--- src/rtl/hilo_pkg.sv ---
// Shared constants for the HI/LO unit: operation codes, state encodings
// and the default watchdog limit.
package hilo_pkg;

  localparam logic [2:0] OP_NOP  = 3'd0;
  localparam logic [2:0] OP_MULT = 3'd1;
  localparam logic [2:0] OP_MTHI = 3'd2;
  localparam logic [2:0] OP_MTLO = 3'd3;
  localparam logic [2:0] OP_MFHI = 3'd4;
  localparam logic [2:0] OP_MFLO = 3'd5;

  localparam logic [1:0] ST_IDLE  = 2'd0;
  localparam logic [1:0] ST_START = 2'd1;
  localparam logic [1:0] ST_WAIT  = 2'd2;
  localparam logic [1:0] ST_WRITE = 2'd3;

  localparam int DEFAULT_TIMEOUT_CYCLES = 40;

endpackage

--- src/rtl/hilo_watchdog.sv ---
// Cycle counter bounding how long the HI/LO unit waits on the multiplier;
// terminal flags the last permitted wait cycle.
module hilo_watchdog
  import hilo_pkg::*;
#(
  parameter int TIMEOUT_CYCLES = DEFAULT_TIMEOUT_CYCLES,
  parameter int CNT_W          = 6
) (
  input  logic clock,
  input  logic reset,
  input  logic clear,
  input  logic enable,
  output logic terminal
);

  logic [CNT_W-1:0] count;

  always_ff @(posedge clock) begin
    if (reset || clear) begin
      count <= '0;
    end else if (enable) begin
      count <= count + 1'b1;
    end
  end

  assign terminal = (count == CNT_W'(TIMEOUT_CYCLES - 1));

endmodule

--- src/rtl/hilo_unit.sv ---
// HI/LO register owner: sequences the shift-add multiplier and services MTHI/MTLO/MFHI/MFLO.
// Optional macro HILO_BYPASS_EN forwards the finishing product to rd_data and drops busy in WRITE.
module hilo_unit
  import hilo_pkg::*;
#(
  parameter int TIMEOUT_CYCLES = DEFAULT_TIMEOUT_CYCLES,
  parameter int CNT_W          = 6
) (
  input  logic        clock,
  input  logic        reset,
  input  logic        op_valid,
  input  logic [2:0]  op_code,
  input  logic [31:0] rs_data,
  input  logic [31:0] rt_data,
  output logic        busy,
  output logic        done,
  output logic        err,
  output logic        mult_start,
  output logic [31:0] mult_a,
  output logic [31:0] mult_b,
  input  logic        mult_finished,
  input  logic [31:0] mult_hi,
  input  logic [31:0] mult_lo,
  output logic [31:0] hi_out,
  output logic [31:0] lo_out,
  output logic [31:0] rd_data
);

  logic [1:0] state;
  logic       wd_terminal;
  logic       wd_enable;

  assign wd_enable = (state == ST_WAIT) && !mult_finished;

  hilo_watchdog #(
    .TIMEOUT_CYCLES(TIMEOUT_CYCLES),
    .CNT_W         (CNT_W)
  ) u_watchdog (
    .clock   (clock),
    .reset   (reset),
    .clear   (state == ST_START),
    .enable  (wd_enable),
    .terminal(wd_terminal)
  );

  always_ff @(posedge clock) begin
    if (reset) begin
      state  <= ST_IDLE;
      hi_out <= '0;
      lo_out <= '0;
      mult_a <= '0;
      mult_b <= '0;
      err    <= 1'b0;
    end else begin
      case (state)
        ST_IDLE: begin
          if (op_valid) begin
            case (op_code)
              OP_MULT: begin
                mult_a <= rs_data;
                mult_b <= rt_data;
                state  <= ST_START;
              end
              OP_MTHI: hi_out <= rs_data;
              OP_MTLO: lo_out <= rs_data;
              default: ;
            endcase
          end
        end
        ST_START: state <= ST_WAIT;
        ST_WAIT: begin
          // The finished flag wins over the watchdog on the last permitted cycle.
          if (mult_finished) begin
            hi_out <= mult_hi;
            lo_out <= mult_lo;
            state  <= ST_WRITE;
          end else if (wd_terminal) begin
            err   <= 1'b1;
            state <= ST_IDLE;
          end
        end
        default: state <= ST_IDLE;
      endcase
    end
  end

  assign mult_start = (state == ST_START);
  assign done       = (state == ST_WRITE);

`ifdef HILO_BYPASS_EN
  assign busy = (state != ST_IDLE) && (state != ST_WRITE);
`else
  assign busy = (state != ST_IDLE);
`endif

  always_comb begin
    rd_data = '0;
    if (op_valid) begin
      case (op_code)
        OP_MFHI: rd_data = hi_out;
        OP_MFLO: rd_data = lo_out;
        default: rd_data = '0;
      endcase
`ifdef HILO_BYPASS_EN
      if (state == ST_WAIT && mult_finished) begin
        case (op_code)
          OP_MFHI: rd_data = mult_hi;
          OP_MFLO: rd_data = mult_lo;
          default: rd_data = '0;
        endcase
      end
`endif
    end
  end

endmodule
--- config.mk ---
export PLATFORM = sky130hd
export DESIGN_NAME = hilo_unit
export DESIGN_NICKNAME = d
export VERILOG_FILES = /design/src/rtl/hilo_pkg.sv /design/src/rtl/hilo_watchdog.sv /design/src/rtl/hilo_unit.sv
export SDC_FILE = /design/constraint.sdc
export NUM_CORES = 1
export LEC_CHECK = 0
export ABC_AREA = 1
export CAP_MARGIN = 10
export CORE_MARGIN = 2
export CORE_UTILIZATION = 45
export DETAILED_ROUTE_END_ITERATION = 10
export PLACE_DENSITY_LB_ADDON = 0.05
export SETUP_SLACK_MARGIN = 0.1
export SLEW_MARGIN = 20
export SYNTH_ARGS = -nofsm -noshare
export SYNTH_HDL_FRONTEND = slang
export SYNTH_SLANG_ARGS = --single-unit
--- constraint.sdc ---
create_clock -name clock -period 2.8 [get_ports clock]
set_input_delay 0.28 -clock clock [delete_from_list [all_inputs] [get_ports clock]]
set_output_delay 0.28 -clock clock [all_outputs]
set_load 0.005 [all_outputs]
==> results.sh, run 1 <==
export IMPL_clk_latency_ns=0.42
export IMPL_min_period_over_period=0.816
export IMPL_cp_startpoint="state[1]$_SDFFE_PP0P_"
export IMPL_critPathSlowestCell="dfxtp_2"
export IMPL_finalSetupTns_ns=0
export IMPL_ys_seq_elements=137
export IMPL_cts_resized=0
export IMPL_crit_chain="nand3_1 > nand2_2 > nand2_2 > nand2_1 > a21oi_1"
export IMPL_wl_met3_mm=2.23
export IMPL_hold_violations=0
export IMPL_grt_max_degree=68
export IMPL_syn_to_final_growth_pct=54.5
export IMPL_crit_path_start_kind="register"
export IMPL_arrival_ns=2.55
export IMPL_synth_area_mm2=0.00654
export IMPL_drt_wl_total_mm=24.7
export IMPL_drt_pass1_iter_count=7
export IMPL_synth_top_cell_area_share=0.419
export IMPL_fin_nets=1313
export IMPL_postSynthCellCount=936
export IMPL_start_util=0.455
export IMPL_slew_headroom=0.515
export IMPL_outcome="finished, final reports clean"
export IMPL_finalWeightedCongestion=0.904
export IMPL_cts_tree="yes"
export IMPL_end_kind="register"
export IMPL_layout_drive_gt1_share=0.0513
export IMPL_wl_met1_mm=10.8
export IMPL_worstPathMaxFanout=32
export IMPL_wl_met2_mm=11.0
export IMPL_std_cell_rows=44
export IMPL_peakVddDrop_v=0.000387
export IMPL_port_buffers=298
export IMPL_synth_edf_count=0
export IMPL_dr_first_iter_drc_count=625
export IMPL_finalSetupViolCount=0
export IMPL_clockBufferDepth=2
export IMPL_grt_pass1_wl_mm=38.6
export IMPL_path_common_cell="nand2_2"
export IMPL_synth_flop_cell="dfxtp_1"
export IMPL_synth_area_leader_cell="dfxtp_1"
export IMPL_cts_root_buf="clkbuf_16"
export IMPL_yosysMostFrequentCell="nand2_1"
export IMPL_critPathKind="register to register"
export IMPL_dieWidth_um=125
export IMPL_grt_setup_unrepaired="no"
export IMPL_postCtsSetupBuffers=0
export IMPL_grt_ovfl_total=0
export IMPL_die_h_um=125
export IMPL_yosysSeqAreaShare=0.419
export IMPL_total_power_mw=6.18
export IMPL_htree_levels=4
export IMPL_cts_sinks=137
export IMPL_utilization=0.703
export IMPL_hpwl_mm=17.4
export IMPL_wl_per_cell_um=18.0
export IMPL_fmax_mhz=438
export IMPL_cts_hold_buf=0
export IMPL_cp_required_ns=3.06
export IMPL_cpPeakStageDelay_ns=0.69
export IMPL_track_usage=0.308
export IMPL_syn_area_per_cell_um2=6.99
export IMPL_synth_common_cells="nand2_1 (170), dfxtp_1 (137), nand3_1 (135)"
export IMPL_timing_rr_start="state[1]$_SDFFE_PP0P_"
export IMPL_yosysWarningCount=0
export IMPL_hold_path_startpoint="lo_out[31]$_SDFFE_PP0P_"
export IMPL_fin_skew_ns=0.00530
export IMPL_maxCapViolations=0
export IMPL_worst_pin_slew_ns=0.728
export IMPL_ios=299
export IMPL_vias=7642
export IMPL_cts_buffers=17
export IMPL_leakagePower_nw=3.74
export IMPL_drv_slew=0
export IMPL_drc=0
export IMPL_vias_per_cell=5.57
export IMPL_hp_class="register to register"
export IMPL_antenna_found_initial=1
export IMPL_dp_slack_ns=0.570
export IMPL_route_top_layer_used="met4"
export IMPL_ys_top_cells_by_area="dfxtp_1 (42%), nand3_1 (10%), nand2_1 (9.8%)"
export IMPL_grt_pass1_vias=7110
export IMPL_path_clk_slew_ns=0.06
export IMPL_async_reset_ff_frac=0
export IMPL_p_per_area_mw_per_mm2=611
export IMPL_drtAntennaViolNets=0
export IMPL_core_mm2=0.0144
export IMPL_die_area_mm2=0.0155
export IMPL_fin_crit_ns=2.28
export IMPL_syn_nets=1072
export IMPL_synth_cell_types=24
export IMPL_setup_slack_ns=0.516
-- layer usage --
layer  vias up  track usage
met5         -            0
met4         0        0.111
met3        42       0.0855
met2       354        0.457
met1      3523        0.429
li1       3723            -
-- cells in the final DEF, fill, tap and decap left out, types with 2 or more instances in the layout --
master,count
clkdlybuf4s50_1,296
nand2_1,170
dfxtp_1,136
nand3_1,134
a21oi_1,100
nor2_1,75
nand4_1,66
nor3_1,66
o21ai_0,54
clkbuf_16,17
buf_4,16
inv_1,13
o21ai_1,11
bufinv_16,5
nand2_2,4
clkinv_2,4
clkbuf_8,3
buf_12,3
o21ai_2,2
buf_2,2
-- final timing paths --
check        slack, ns  cells after the start                 endpoint
max               0.52                      5  hi_out[21]$_SDFFE_PP0P_
min               0.48                      2  lo_out[31]$_SDFFE_PP0P_
max reg2reg       0.52                      5  hi_out[21]$_SDFFE_PP0P_
min reg2reg       0.48                      2  lo_out[31]$_SDFFE_PP0P_
-- through the flow --
stage | instances | instance area [um^2] | hold WS, ns
floorplan | 936 | 6540 | 0.422
global placement | 1342 | 9460 | 0.452
detailed placement | 1342 | 9460 | 0.469
CTS | 1372 | 10100 | 0.467
global route | 1373 | 10100 | 0.490
finish | 1373 | 10100 | 0.478
-- flip-flops by register name, indices dropped and copies added, names as in the netlist --
signal	cells
err	1
hi_out	32
lo_out	32
mult_a	32
mult_b	32
state	2
u_watchdog.count	6
-- cell families (layout without fill, tap and decap cells) --
group                    after synthesis  count (layout)  share of synthesized area
other                                  0               1                          0
XOR/XNOR                               2               2                    0.00268
buffers and inverters                110             362                     0.0807
adder cells (fa/ha/maj)                1               1                    0.00191
AND/OR/NAND/NOR                      518             518                      0.366
flip-flops                           137             137                      0.419
AO/OA/AOI/OAI                        168             168                      0.129
-- critical path, delay by kind of cell (launching register included) --
| family | cells | cell delay (ns) |
|---|---|---|
| compound gates | 1 | 0.08 |
| simple gates | 4 | 1.33 |
| flops | 1 | 0.69 |
-- final cells by class --
class | count | area (um^2)
repair buffers | 317 | 3150
flip-flops and latches | 137 | 2740
clock inverters | 9 | 170
multi-input cells | 689 | 3280
clock buffers | 21 | 470
diodes | 1 | 2.50
well taps | 184 | 230
inverters | 15 | 56.3
fillers | 1234 | 4260
-- power by group --
group / internal, mW / leakage [nW] / total (mW) / switching (mW)
sequential: 2.10 / 1.11 / 2.24 / 0.144
combinational: 0.652 / 2.31 / 1.49 / 0.834
clock: 1.63 / 0.319 / 2.45 / 0.816
Power figures use the tool's default switching activity.
==> run 2: changes to the inputs <==
CORE_UTILIZATION = 38   (was 45)
clock period = 2 ns   (was 2.8 ns; I/O delays follow)
==> run 2 against run 1 <==
Compared with the run above: sequential cell count unchanged; via count down 0.71%; design area up 3.0%; total power up 36%; clock power up 25%; wire length up 0.55%; combinational power up 49%; sequential share of layout area down 0.76 points; register-to-register slack worse by 0.23 ns; hold slack worse by 0.37 ns; setup slack worse by 0.38 ns; critical endpoint is now mult_start.
==> results.sh, run 2 (synthesis results as in run 1) <==
export IMPL_fillers=1526
export IMPL_p_clk_frac=0.365
export IMPL_cts_root_buf="clkbuf_16"
export IMPL_layout_drive_gt1_share=0.0695
export IMPL_cts_sinks=137
export IMPL_fmax_mhz=537
export IMPL_finalWeightedCongestion=0.837
export IMPL_syn_to_final_growth_pct=59.1
export IMPL_maxCapViolations=0
export IMPL_pwr_share_comb=0.264
export IMPL_hold_violations=0
export IMPL_track_usage=0.273
export IMPL_std_cell_rows=47
export IMPL_crit_path_start_kind="register"
export IMPL_power_switching_mw=2.57
export IMPL_clk_latency_ns=0.42
export IMPL_vias=7588
export IMPL_mostFrequentLayoutCell="clkdlybuf4s50_1"
export IMPL_min_period_over_period=0.931
export IMPL_path_clk_slew_ns=0.05
export IMPL_core_mm2=0.0167
export IMPL_path_buf_inv=2
export IMPL_cp_required_ns=1.80
export IMPL_vias_per_cell=5.31
export IMPL_drtAntennaViolNets=0
export IMPL_arrival_ns=1.66
export IMPL_leakagePower_nw=3.95
export IMPL_fin_crit_ns=1.86
export IMPL_finalSetupTns_ns=0
export IMPL_cpPeakStageDelay_ns=0.56
export IMPL_critPathSlowestCell="clkdlybuf4s50_1"
export IMPL_drt_wl_total_mm=24.8
export IMPL_crit_family="buffers and inverters"
export IMPL_dieWidth_um=135
export IMPL_worst_pin_slew_ns=0.622
export IMPL_dr_first_iter_drc_count=703
export IMPL_clockBufferDepth=2
export IMPL_grt_setup_unrepaired="yes"
export IMPL_grt_ovfl_total=0
export IMPL_cts_tree="yes"
export IMPL_antenna_found_initial=0
export IMPL_grt_pass1_vias=6943
export IMPL_critPathKind="register to output pin"
export IMPL_grt_max_degree=62
export IMPL_drc=0
export IMPL_htree_levels=4
export IMPL_drv_slew=0
export IMPL_outcome="finished, final reports clean"
export IMPL_hp_class="input pin to register"
export IMPL_crit_chain="inv_2 > nor2_2 > clkdlybuf4s50_1"
export IMPL_total_power_mw=8.40
export IMPL_postCtsSetupBuffers=0
export IMPL_fin_skew_ns=0.00800
export IMPL_p_seq_frac=0.371
export IMPL_sw_frac_of_total=0.306
export IMPL_die_area_mm2=0.0183
export IMPL_fin_nets=1332
export IMPL_peakVddDrop_v=0.000650
export IMPL_n_antenna_cell=0
export IMPL_cts_buffers=17
export IMPL_worstPathMaxFanout=12
export IMPL_start_util=0.392
export IMPL_mostFrequentLayoutCells="clkdlybuf4s50_1 (289), nand2_1 (170), dfxtp_1 (135)"
export IMPL_wl_per_cell_um=17.4
export IMPL_slew_headroom=0.585
export IMPL_port_buffers=298
export IMPL_end_kind="output pin"
export IMPL_p_per_area_mw_per_mm2=807
export IMPL_ios=299
export IMPL_drt_pass1_iter_count=5
export IMPL_grt_pass1_wl_mm=39.0
export IMPL_hpwl_mm=18.2
export IMPL_p_int_mw=5.83
export IMPL_die_h_um=135
export IMPL_finalSetupViolCount=0
==> run 2: cell count changes in the layout (fill, tap and decap cells not counted), sizes merged <==
| cell | before | now |
|---|---|---|
| dlygate4sd2 | 0 | 2 |
| dlymetal6s2s | 0 | 5 |
| bufbuf | 0 | 2 |
| buf | 21 | 38 |
| clkinvlp | 0 | 5 |
| clkbuf | 21 | 20 |
| bufinv | 5 | 2 |
| diode | 1 | 0 |
| clkdlybuf4s50 | 296 | 289 |
==> run 2: path summary, 6_finish.rpt <==
kind / slack, ns / end / from / depth (start not counted)
max: 0.14 / mult_start / state[0]$_SDFFE_PP0P_ / 3
min: 0.11 / state[1]$_SDFFE_PP0P_ / reset / 2
max reg2reg: 0.29 / mult_a[21]$_SDFFE_PP0P_ / state[1]$_SDFFE_PP0P_ / 7
min reg2reg: 0.48 / lo_out[6]$_SDFFE_PP0P_ / lo_out[6]$_SDFFE_PP0P_ / 2
==> run 2: area by class of cell <==
class	instances	area [um^2]	area share
Clock buffer	20	447	0.0429
Clock inverter	11	125	0.0120
Inverter	15	61.3	0.00589
Multi-Input combinational cell	689	3280	0.315
Sequential cell	137	2750	0.264
Tap cell	220	275	0.0264
Timing Repair Buffer	336	3470	0.334
==> run 2: what timing repair did <==
| action | CTS | global route |
|---|---|---|
| gates resized for setup | 9 | 8 |
| hold buffers | 0 | 0 |
| endpoints found under the setup margin | 34 | 15 |
| pin swaps | 0 | 1 |
| cloned | 2 | 0 |
==> run 2: metrics by stage <==
stage                     worst slack, ns  utilization  std cells  cell area [um^2]  hold WS (ns)
final                               0.139        0.623       1428             10400         0.108
after global routing               0.0941        0.623       1428             10400         0.103
after CTS                          0.0476        0.622       1428             10400         0.112
after detailed placement           0.0146        0.583       1395              9740         0.475
after global placement             0.0408        0.583       1395              9740         0.461
after floorplan                     0.719            -        936              6540         0.342
==> run 2: power by group through the flow <==
stage / logic [mW] / registers (mW) / clock network, mW
detailed placement: 2.17 / 3.17 / 0
floorplan: 1.13 / 3.14 / 0
global placement: 2.17 / 3.17 / 0
CTS: 2.20 / 3.11 / 3.10
global route: 2.43 / 3.14 / 3.22
finish: 2.22 / 3.12 / 3.06
==> run 2: per-layer routing <==
| metal | vias to the layer above | global-route usage | share of wire |
|---|---|---|---|
| met3 | 24 | 0.0778 | 0.085 |
| met4 | 0 | 0.0671 | 0.015 |
| met1 | 3468 | 0.386 | 0.45 |
| met5 | - | 0 | 0 |
| met2 | 330 | 0.410 | 0.45 |
| li1 | 3766 | - | - |
